<file path="src/rtl/fifo_sync_param.sv">
// Parametrised synchronous FIFO with valid/ready handshakes on both sides,
// occupancy level, almost-full/almost-empty flags and a synchronous flush.
module fifo_sync_param #(
  parameter int DATA_W   = 16,
  parameter int DEPTH    = 8,
  parameter int AF_LEVEL = DEPTH - 2,
  parameter int AE_LEVEL = 1
) (
  input  logic                       clk,
  input  logic                       rst,
  input  logic                       flush,
  input  logic [DATA_W-1:0]          data_in,
  input  logic                       data_in_vld,
  output logic                       data_in_rdy,
  output logic [DATA_W-1:0]          data_out,
  output logic                       data_out_vld,
  input  logic                       data_out_rdy,
  output logic [$clog2(DEPTH+1)-1:0] level,
  output logic                       almost_full,
  output logic                       almost_empty
);

  localparam int LW = $clog2(DEPTH + 1);
  localparam int PW = $clog2(DEPTH);

  localparam logic [LW-1:0] DEPTH_L = LW'(DEPTH);
  localparam logic [LW-1:0] AF_L    = LW'(AF_LEVEL);
  localparam logic [LW-1:0] AE_L    = LW'(AE_LEVEL);
  localparam logic [PW-1:0] LAST    = PW'(DEPTH - 1);

  logic [DATA_W-1:0] mem [DEPTH];
  logic [PW-1:0]     wr_ptr;
  logic [PW-1:0]     rd_ptr;
  logic              push;
  logic              pop;

  assign data_in_rdy  = (level < DEPTH_L) & ~rst;
  assign data_out_vld = (level != '0);
  assign data_out     = data_out_vld ? mem[rd_ptr] : '0;
  assign almost_full  = (level >= AF_L);
  assign almost_empty = (level <= AE_L);

  assign push = data_in_vld & data_in_rdy;
  assign pop  = data_out_vld & data_out_rdy;

  // Storage has no reset; a flushed write is dropped since wr_ptr is cleared anyway.
  always_ff @(posedge clk) begin
    if (push && !flush) begin
      mem[wr_ptr] <= data_in;
    end
  end

  always_ff @(posedge clk) begin
    if (rst || flush) begin
      wr_ptr <= '0;
      rd_ptr <= '0;
      level  <= '0;
    end else begin
      if (push) begin
        wr_ptr <= (wr_ptr == LAST) ? '0 : wr_ptr + 1'b1;
      end
      if (pop) begin
        rd_ptr <= (rd_ptr == LAST) ? '0 : rd_ptr + 1'b1;
      end
      case ({push, pop})
        2'b10:   level <= level + 1'b1;
        2'b01:   level <= level - 1'b1;
        default: level <= level;
      endcase
    end
  end

endmodule
</file>
<file path="config.mk">
export PLATFORM = sky130hd
export DESIGN_NAME = fifo_sync_param
export DESIGN_NICKNAME = d
export VERILOG_FILES = /design/src/rtl/fifo_sync_param.sv
export SDC_FILE = /design/constraint.sdc
export NUM_CORES = 1
export LEC_CHECK = 0
export CORE_MARGIN = 5
export CORE_UTILIZATION = 40
export DETAILED_ROUTE_END_ITERATION = 10
export DONT_BUFFER_PORTS = 1
export PLACE_DENSITY = 0.61
export SLEW_MARGIN = 20
export SYNTH_ARGS = -nofsm -noshare
export SYNTH_HDL_FRONTEND = slang
export SYNTH_SLANG_ARGS = --single-unit
</file>
<file path="constraint.sdc">
create_clock -name clk -period 4.75 [get_ports clk]
set_input_delay 0.95 -clock clk [delete_from_list [all_inputs] [get_ports clk]]
set_output_delay 0.95 -clock clk [all_outputs]
set_load 0.05 [all_outputs]
</file>
# Word level (Yosys, flattened, before mapping)
# Memories as Yosys holds them, arrays and structs flattened. A register that Yosys moved wholly into a read port is not among the register bits.
# Cells that the tools add are included.
# classes
add_sub_neg	4
magnitude_cmp	3
eq_ne	4
mux	8
bitwise	4
reduce_logical	5
# op_table
operator	n
2-to-1 mux 16 bit	1
2-to-1 mux 3 bit	4
one-hot mux 4 bit (2 select lines)	1
adder 3 x 1 -> 3 bit (second input constant)	2
== test 3 bit (second input constant)	2
adder 4 x 1 -> 4 bit (second input constant)	1
greater-or-equal comparator 4 x 3 -> 1 bit (second input constant)	1
<= comparator 4 x 1 -> 1 bit (second input constant)	1
< comparator 4 bit (second input constant)	1
nonzero test 4 bit	1
subtractor 4 x 1 -> 4 bit (second input constant)	1
bitwise AND 1 bit	3
== test 2 x 1 -> 1 bit (second input constant)	1
== test 2 bit (second input constant)	1
2-to-1 mux 1 bit	2
nonzero test 2 bit	1
logical AND 1 bit	1
logical NOT 1 bit	1
logical OR 1 bit	1
NOT 1 bit	1
# totals
reg_bits	10
mem_bits_rw	128
word_cells	32
mem_count	1
# memory_table
name	words	word_bits	read_ports	rd_clocked_by_memory_dff	wr	line_no	rtl
mem	8	16	1	1	1	31	logic [DATA_W-1:0] mem [DEPTH];

# Logic depth before layout (Yosys ltp)
# Gate-level depths: netlist of run 1.
# logic_depth
word_depth	6
ltp_mapped	8
depth_no_buf	8

# Worst setup path after synthesis of run 1
# No wires, ideal clock.
# synth_path
path_kind	input to register
startpoint	input port rst
endpoint	memory mem[0][0] (enable)
setup_time_ps	409
t_arrival_ps	2946
required_time_ps	4341
path_slack_ps	1395
cell_stages	4
n_path_buf	1
cell_sequence	or3b_1 buf_6 or3_4 nor3_1
# synth_between
elab_chain_cells	6
# synth_lines
element	line_no	rtl
start, declared	10	input logic rst,
NOT 1 bit	37	assign data_in_rdy = (level < DEPTH_L) & ~rst;
bitwise AND 1 bit	37	
bitwise AND 1 bit	43	assign push = data_in_vld & data_in_rdy;
logical AND 1 bit	48	if (push && !flush) begin
2-to-1 mux 1 bit	48	
2-to-1 mux 1 bit (implied by the code)	49	mem[wr_ptr] <= data_in;
end, declared	31	
# No other way between the ends.

# Worst setup path in the final report of run 1
# layout_path
startpoint	register level[1]
endpoint	output port data_out[0]
# layout_between
elab_chain_cells	2
# layout_lines
element	line_no	rtl
start, declared	18	output logic [$clog2(DEPTH+1)-1:0] level,
start signal, assigned	66	2'b10: level <= level + 1'b1;
start signal, assigned	67	2'b01: level <= level - 1'b1;
start signal, assigned	68	default: level <= level;
nonzero test 4 bit	38	assign data_out_vld = (level != '0);
named net data_out_vld	16	output logic data_out_vld,
2-to-1 mux 16 bit	39	assign data_out = data_out_vld ? mem[rd_ptr] : '0;
end, declared	15	output logic [DATA_W-1:0] data_out,
# The timed path passes the listed nets, and every way through them passes these cells.

==> impl_metrics.ini, run 1 <==
[status]
status = finished, final reports clean

[pwr]
power_density_nw_per_um2 = 421
power_frac_seq_pct = 51.8
switching_share_pct = 20.4
clockPowerShare_pct = 43.8
power_leakage_nw = 2.00
p_int_w = 0.00210
power.switching_w = 0.000540
vdd_drop_max_v = 0.000268
power_frac_comb_pct = 4.4

[placement]
gp_congestion = 0.682
place_hpwl_mm = 5.84
io_buffers = 0
placed_area_um2 = 5750

[clocking]
cts.path.max_buffers = 2
cts-buffers-inserted = 17
cts_num_sinks = 141
tritoncts = done
htree_levels = 4
clk_pin_slew_ps = 60
postCtsSetupRepairBufs = 0
cts.repair.resized = 0
holdBufCountCts = 0
clk_latency_ps = 410
root_buffer = clkbuf_16

[drt]
wl_mm = 10.1
drcViolationCount = 0
vias_per_cell = 5.31
vias = 2549
dr.pass1.iters = 4
routedWlPerCell_um = 20.9
ant_nets = 0
drt_iter0_drc = 230

[timing]
drv_slew = 0
slew-limit-headroom_pct = 32.5
max_clock_freq_mhz = 256
final-setup-viol-count = 0
hold_viol = 0
worst_pin_slew_ps = 1010
period_needed_ps = 3900
setup_tns_ps = 0
fin_crit_sh_pct = 82.2
rsz0062_at_grt = no
finClkSkew_ps = 7.09

[worst_setup_path]
r2r_slack_ps = 1840
critPathKind = reg2out
ff2ff_path_depth = 8
worstPathRequired_ps = 3800
reg2reg_from = level[1]
critPathCapture = data_out[0]
critPathMaxFanout = 16
critical_path.reg2reg.endpoint = level[3]
cp-startpoint = level[1]
cp-end-kind = output pin
cp-start-kind = flip-flop
crit_arrival_ps = 2950

[synthesis]
synth_compound_area_share_pct = 3.78
synth_simple_gate_area_share_pct = 4.23
synth_mux_area_share_pct = 13.5
netlist_area_um2 = 5500
synth_seq_cells = 141
syn_inst = 271
synth-adder-area-share_pct = 1.82
syn-num-nets = 300
synthXorXnorAreaFrac_pct = 0.319
avgSynthCellArea_um2 = 20.3
ys.warnings.count = 0
yosysUniqueCellTypes = 33
ys_seq_area_share_pct = 74.6
synth_top_family_by_area = multiplexers

[cells_and_area]
synthToLayoutAreaGrowth_pct = 14.0
layout-drive-gt1-share_pct = 26.3
final_core_util_pct = 47.0
nFillCells = 1128
stdcell_area_um2 = 6270
layout_commonest_cell = edfxtp_1
antennaDiodeCount = 0
layout_common_cells = 128 x edfxtp_1, 32 x mux4_2, 17 x clkbuf_16, 16 x a22o_1
nets = 321

[grt]
grt_max_degree = 33
overflow = 0
grt.total_usage_pct = 13.3
antenna_found_initial = 0
first_global_vias = 2651
grt_pass1_wl_mm = 15.4

[job]
cap_violations = 0

[floorplanning]
fp.dieH_um = 127
initial_core_util_pct = 41.2
die_area_um2 = 16200
rows = 42
coreArea_um2 = 13300
ios = 45
die_w_um = 127

[worst_hold_path]
hp-class = reg2reg
per-layer routing:
metal	share of wire (%)	up-vias	global-route usage, %
met5	0	-	0
met4	0.97	0	5.68
met3	5.7	8	5.63
met2	49	48	20.4
met1	44	1339	16.6
li1	-	1154	-
sequential cells by signal (all words and copies together) (netlist names), named ones only:
| register | flops |
|---|---|
| mem | 128 |
| rd_ptr | 3 |
| wr_ptr | 3 |
| level | 4 |
power by group through the flow:
stage	clock, W	combinational [W]	sequential (W)
after floorplan	0	0.0000993	0.00139
after global placement	0	0.000117	0.00139
after detailed placement	0	0.000117	0.00139
after CTS	0.00118	0.000117	0.00137
after global routing	0.00124	0.000123	0.00137
final	0.00116	0.000115	0.00137
final cells by class:
class | count | area (um^2) | share of cell area (%)
repair buffers | 14 | 105 | 1.68
clock inverters | 9 | 72.6 | 1.16
well taps | 176 | 220 | 3.51
clock buffers | 22 | 444 | 7.08
flip-flops and latches | 141 | 4110 | 65.5
inverters | 5 | 18.8 | 0.299
multi-input cells | 113 | 1310 | 20.8
stage by stage:
stage / std cells / setup slack, ps / hold WS (ps) / power [W]
2_1_floorplan: 271 / 1390 / 468 / 0.00149
3_3_place_gp: 449 / 1290 / 491 / 0.00151
3_5_place_dp: 449 / 1230 / 499 / 0.00151
4_1_cts: 480 / 787 / 507 / 0.00267
5_1_grt: 480 / 632 / 538 / 0.00274
6_report: 480 / 845 / 502 / 0.00264
logic make-up after synthesis:
kind of cell,Yosys count
flip-flops,141
adder cells (fa/ha/maj),8
AND/OR/NAND/NOR,40
AO/OA/AOI/OAI,29
multiplexers,34
XOR/XNOR,2
buffers and inverters,17
worst max-delay path: stages, from the launching register on:
cell and delay, ps:
dfxtp_1 700, inv_1 180, ha_1 250, nor3b_4 180
inv_2 260, and2_1 180, buf_4 260, a22o_1 540
worst min-delay path by stage:
stage                          from   endpoint  depth (start not counted)
after global routing      wr_ptr[0]  wr_ptr[0]                          2
after floorplan           rd_ptr[1]  flip-flop                          2
after CTS                 wr_ptr[0]  wr_ptr[0]                          2
after detailed placement  wr_ptr[0]  wr_ptr[0]                          2
after global placement    wr_ptr[0]  wr_ptr[0]                          2
final                     wr_ptr[0]  wr_ptr[0]                          2
cell usage after synthesis:
| library cell | n | area [um^2] |
|---|---|---|
| inv_1 | 4 | 15.0 |
| nand2_1 | 6 | 22.5 |
| buf_4 | 1 | 7.51 |
| or3_4 | 1 | 11.3 |
| buf_2 | 4 | 20.0 |
| or2_2 | 1 | 6.26 |
| or3b_1 | 1 | 8.76 |
| and2_1 | 1 | 6.26 |
| or3_1 | 2 | 12.5 |
| ha_1 | 8 | 100 |
| nand4b_1 | 2 | 17.5 |
| nor3b_4 | 1 | 18.8 |
| mux4_2 | 32 | 721 |
| nor2_1 | 14 | 52.6 |
| o21ai_0 | 4 | 20.0 |
| nand3_1 | 3 | 15.0 |
| edfxtp_1 | 128 | 3840 |
| inv_2 | 1 | 3.75 |
| a22o_1 | 16 | 140 |
| dfxtp_1 | 13 | 260 |
| nor3_1 | 2 | 10.0 |
| or4b_2 | 1 | 10.0 |
| a211oi_1 | 1 | 7.51 |
| nor3_2 | 1 | 10.0 |
| mux2_2 | 1 | 11.3 |
| xor2_1 | 2 | 17.5 |
| nand2b_1 | 2 | 12.5 |
| a21oi_1 | 8 | 40.0 |
| or4_1 | 1 | 7.51 |
| clkbuf_1 | 4 | 15.0 |
| mux2i_1 | 1 | 10.0 |
| or3b_4 | 1 | 11.3 |
| buf_6 | 3 | 33.8 |
No activity file was read; power rests on OpenSTA's default activity.
==> run 2, diff against run 1 <==
Settings changed: PLACE_DENSITY 0.61 to 0.63.
Clock period 4.75 ns to 3.13 ns, I/O delays scaled along.
==> impl_metrics.ini, run 2 (synthesis gave the netlist of run 1 again) <==
[status]
status = finished, final reports clean

[drt]
vias = 2637
dr.pass1.iters = 4
dr_wl_met2_mm = 5.09
met1_length_mm = 4.24
drt_iter0_drc = 192
routed-wl-met3_um = 751
drcViolationCount = 0
vias_per_cell = 5.26
routedWlPerCell_um = 20.3
wl_mm = 10.2
ant_nets = 0
highest_layer = met4

[pwr]
power_leakage_nw = 2.16
p_int_w = 0.00327
clockPowerShare_pct = 43.1
power_frac_seq_pct = 50.6
power.switching_w = 0.000816
switching_share_pct = 20.0
power_frac_comb_pct = 6.3
power_density_nw_per_um2 = 615
vdd_drop_max_v = 0.000357

[worst_setup_path]
crit_arrival_ps = 2220
critPathMaxFanout = 16
worstPathRequired_ps = 2500
crit_path_cell_trace = inv_1, ha_1, nor3b_4, inv_2, and2_2, a22o_1, buf_12
slowest_delay_ps = 350
cp_slowest_cell = and2_2
critPathKind = reg2out
crit_family = simple AND/OR/NAND/NOR gates
path_buf_inv = 3
cp-start-kind = flip-flop
cp-end-kind = output pin

[cells_and_area]
largestRegisters = mem: 128 flops, level: 4 flops
layout-drive-gt1-share_pct = 30.8
nets = 341
nFillCells = 1087
final_core_util_pct = 49.8
largest_register_ff_count = 128
regMostFlops = mem
layout_common_cells = 128 x edfxtp_1, 32 x mux4_2, 17 x clkbuf_16, 17 x buf_12, 17 x buf_4
layout_commonest_cell = edfxtp_1
synthToLayoutAreaGrowth_pct = 20.8
stdcell_count = 501
antennaDiodeCount = 0

[clocking]
clk_latency_ps = 400
htree_levels = 4
postCtsSetupRepairBufs = 0
clk_pin_slew_ps = 50
cts.path.max_buffers = 2
cts.repair.resized = 0
cts-buffers-inserted = 17
root_buffer = clkbuf_16
holdBufCountCts = 0
tritoncts = done
cts_num_sinks = 141

[placement]
io_buffers = 0
numPlacedInstances = 469
gp_congestion = 0.715
place_hpwl_mm = 5.92
dpl_worst_slack_ps = 459

[floorplanning]
rows = 42
ios = 45
fp.dieH_um = 127
die_w_um = 127
coreArea_um2 = 13300
initial_core_util_pct = 41.2
die_area_um2 = 16200

[timing]
rsz0062_at_grt = no
fin_ws_ps = 281
final-setup-viol-count = 0
fin_crit_sh_pct = 91.0
slew-limit-headroom_pct = 67.4
worst_pin_slew_ps = 489
hold_viol = 0
period_needed_ps = 2850
drv_slew = 0
max_clock_freq_mhz = 351
finClkSkew_ps = 9.45
setup_tns_ps = 0

[grt]
grt.total_usage_pct = 13.4
antenna_found_initial = 0
first_global_vias = 2840
grt_pass1_wl_mm = 15.9
overflow = 0
grt_max_degree = 33

[job]
cap_violations = 0

[worst_hold_path]
hp-class = in2reg
run 2: cell types whose count changed in the layout (fill, tap and decap cells not counted), sizes merged:
cell / before / now
clkbuf: 22 / 30
clkinvlp: 2 / 0
clkinv: 6 / 2
bufinv: 1 / 0
buf: 14 / 34
run 2: worst paths after layout:
kind	to	startpoint	slack, ps	cells past startpoint
min	mem[3][12]	data_in[12]	310	0
min reg2reg	wr_ptr[0]	wr_ptr[0]	500	2
max reg2reg	level[3]	level[3]	710	6
max	data_out[4]	level[1]	280	7
run 2: worst reg2reg max path, delay by kind of cell, from the launching register on:
family | cells | cell delay, ps
compound gates | 1 | 170
fa+ha+maj | 1 | 280
buf+inv | 1 | 260
flops | 1 | 400
mux | 1 | 340
simple gates | 2 | 850
run 2: power groups by stage:
stage,registers (W),logic [W],clock network (W)
detailed placement,0.00211,0.000259,0
floorplan,0.00211,0.000151,0
global route,0.00207,0.000270,0.00189
global placement,0.00211,0.000256,0
finish,0.00207,0.000256,0.00176
CTS,0.00207,0.000259,0.00180
run 2: layout make-up:
cell class                      instances  area, um^2  area share (%)
Sequential cell                       141        4110            61.8
Clock buffer                           30         514            7.74
Multi-Input combinational cell        113        1310            19.7
Tap cell                              176         220            3.32
Clock inverter                          2        10.0           0.151
Timing Repair Buffer                   34         468            7.04
Inverter                                5        18.8           0.283
run 2: per-layer routing:
metal | GRT usage [%] | vias to the layer above
met2 | 21.1 | 73
met5 | 0 | -
met4 | 4.73 | 0
li1 | - | 1200
met1 | 16.7 | 1355
met3 | 5.76 | 9
run 2: stage by stage:
stage                     hold slack (ps)  power (W)  area (um^2)
after floorplan                       468    0.00227         5500
after global placement                482    0.00236         6120
after detailed placement              501    0.00237         6120
after CTS                             292    0.00413         6640
after global routing                  287    0.00423         6640
final                                 314    0.00409         6640
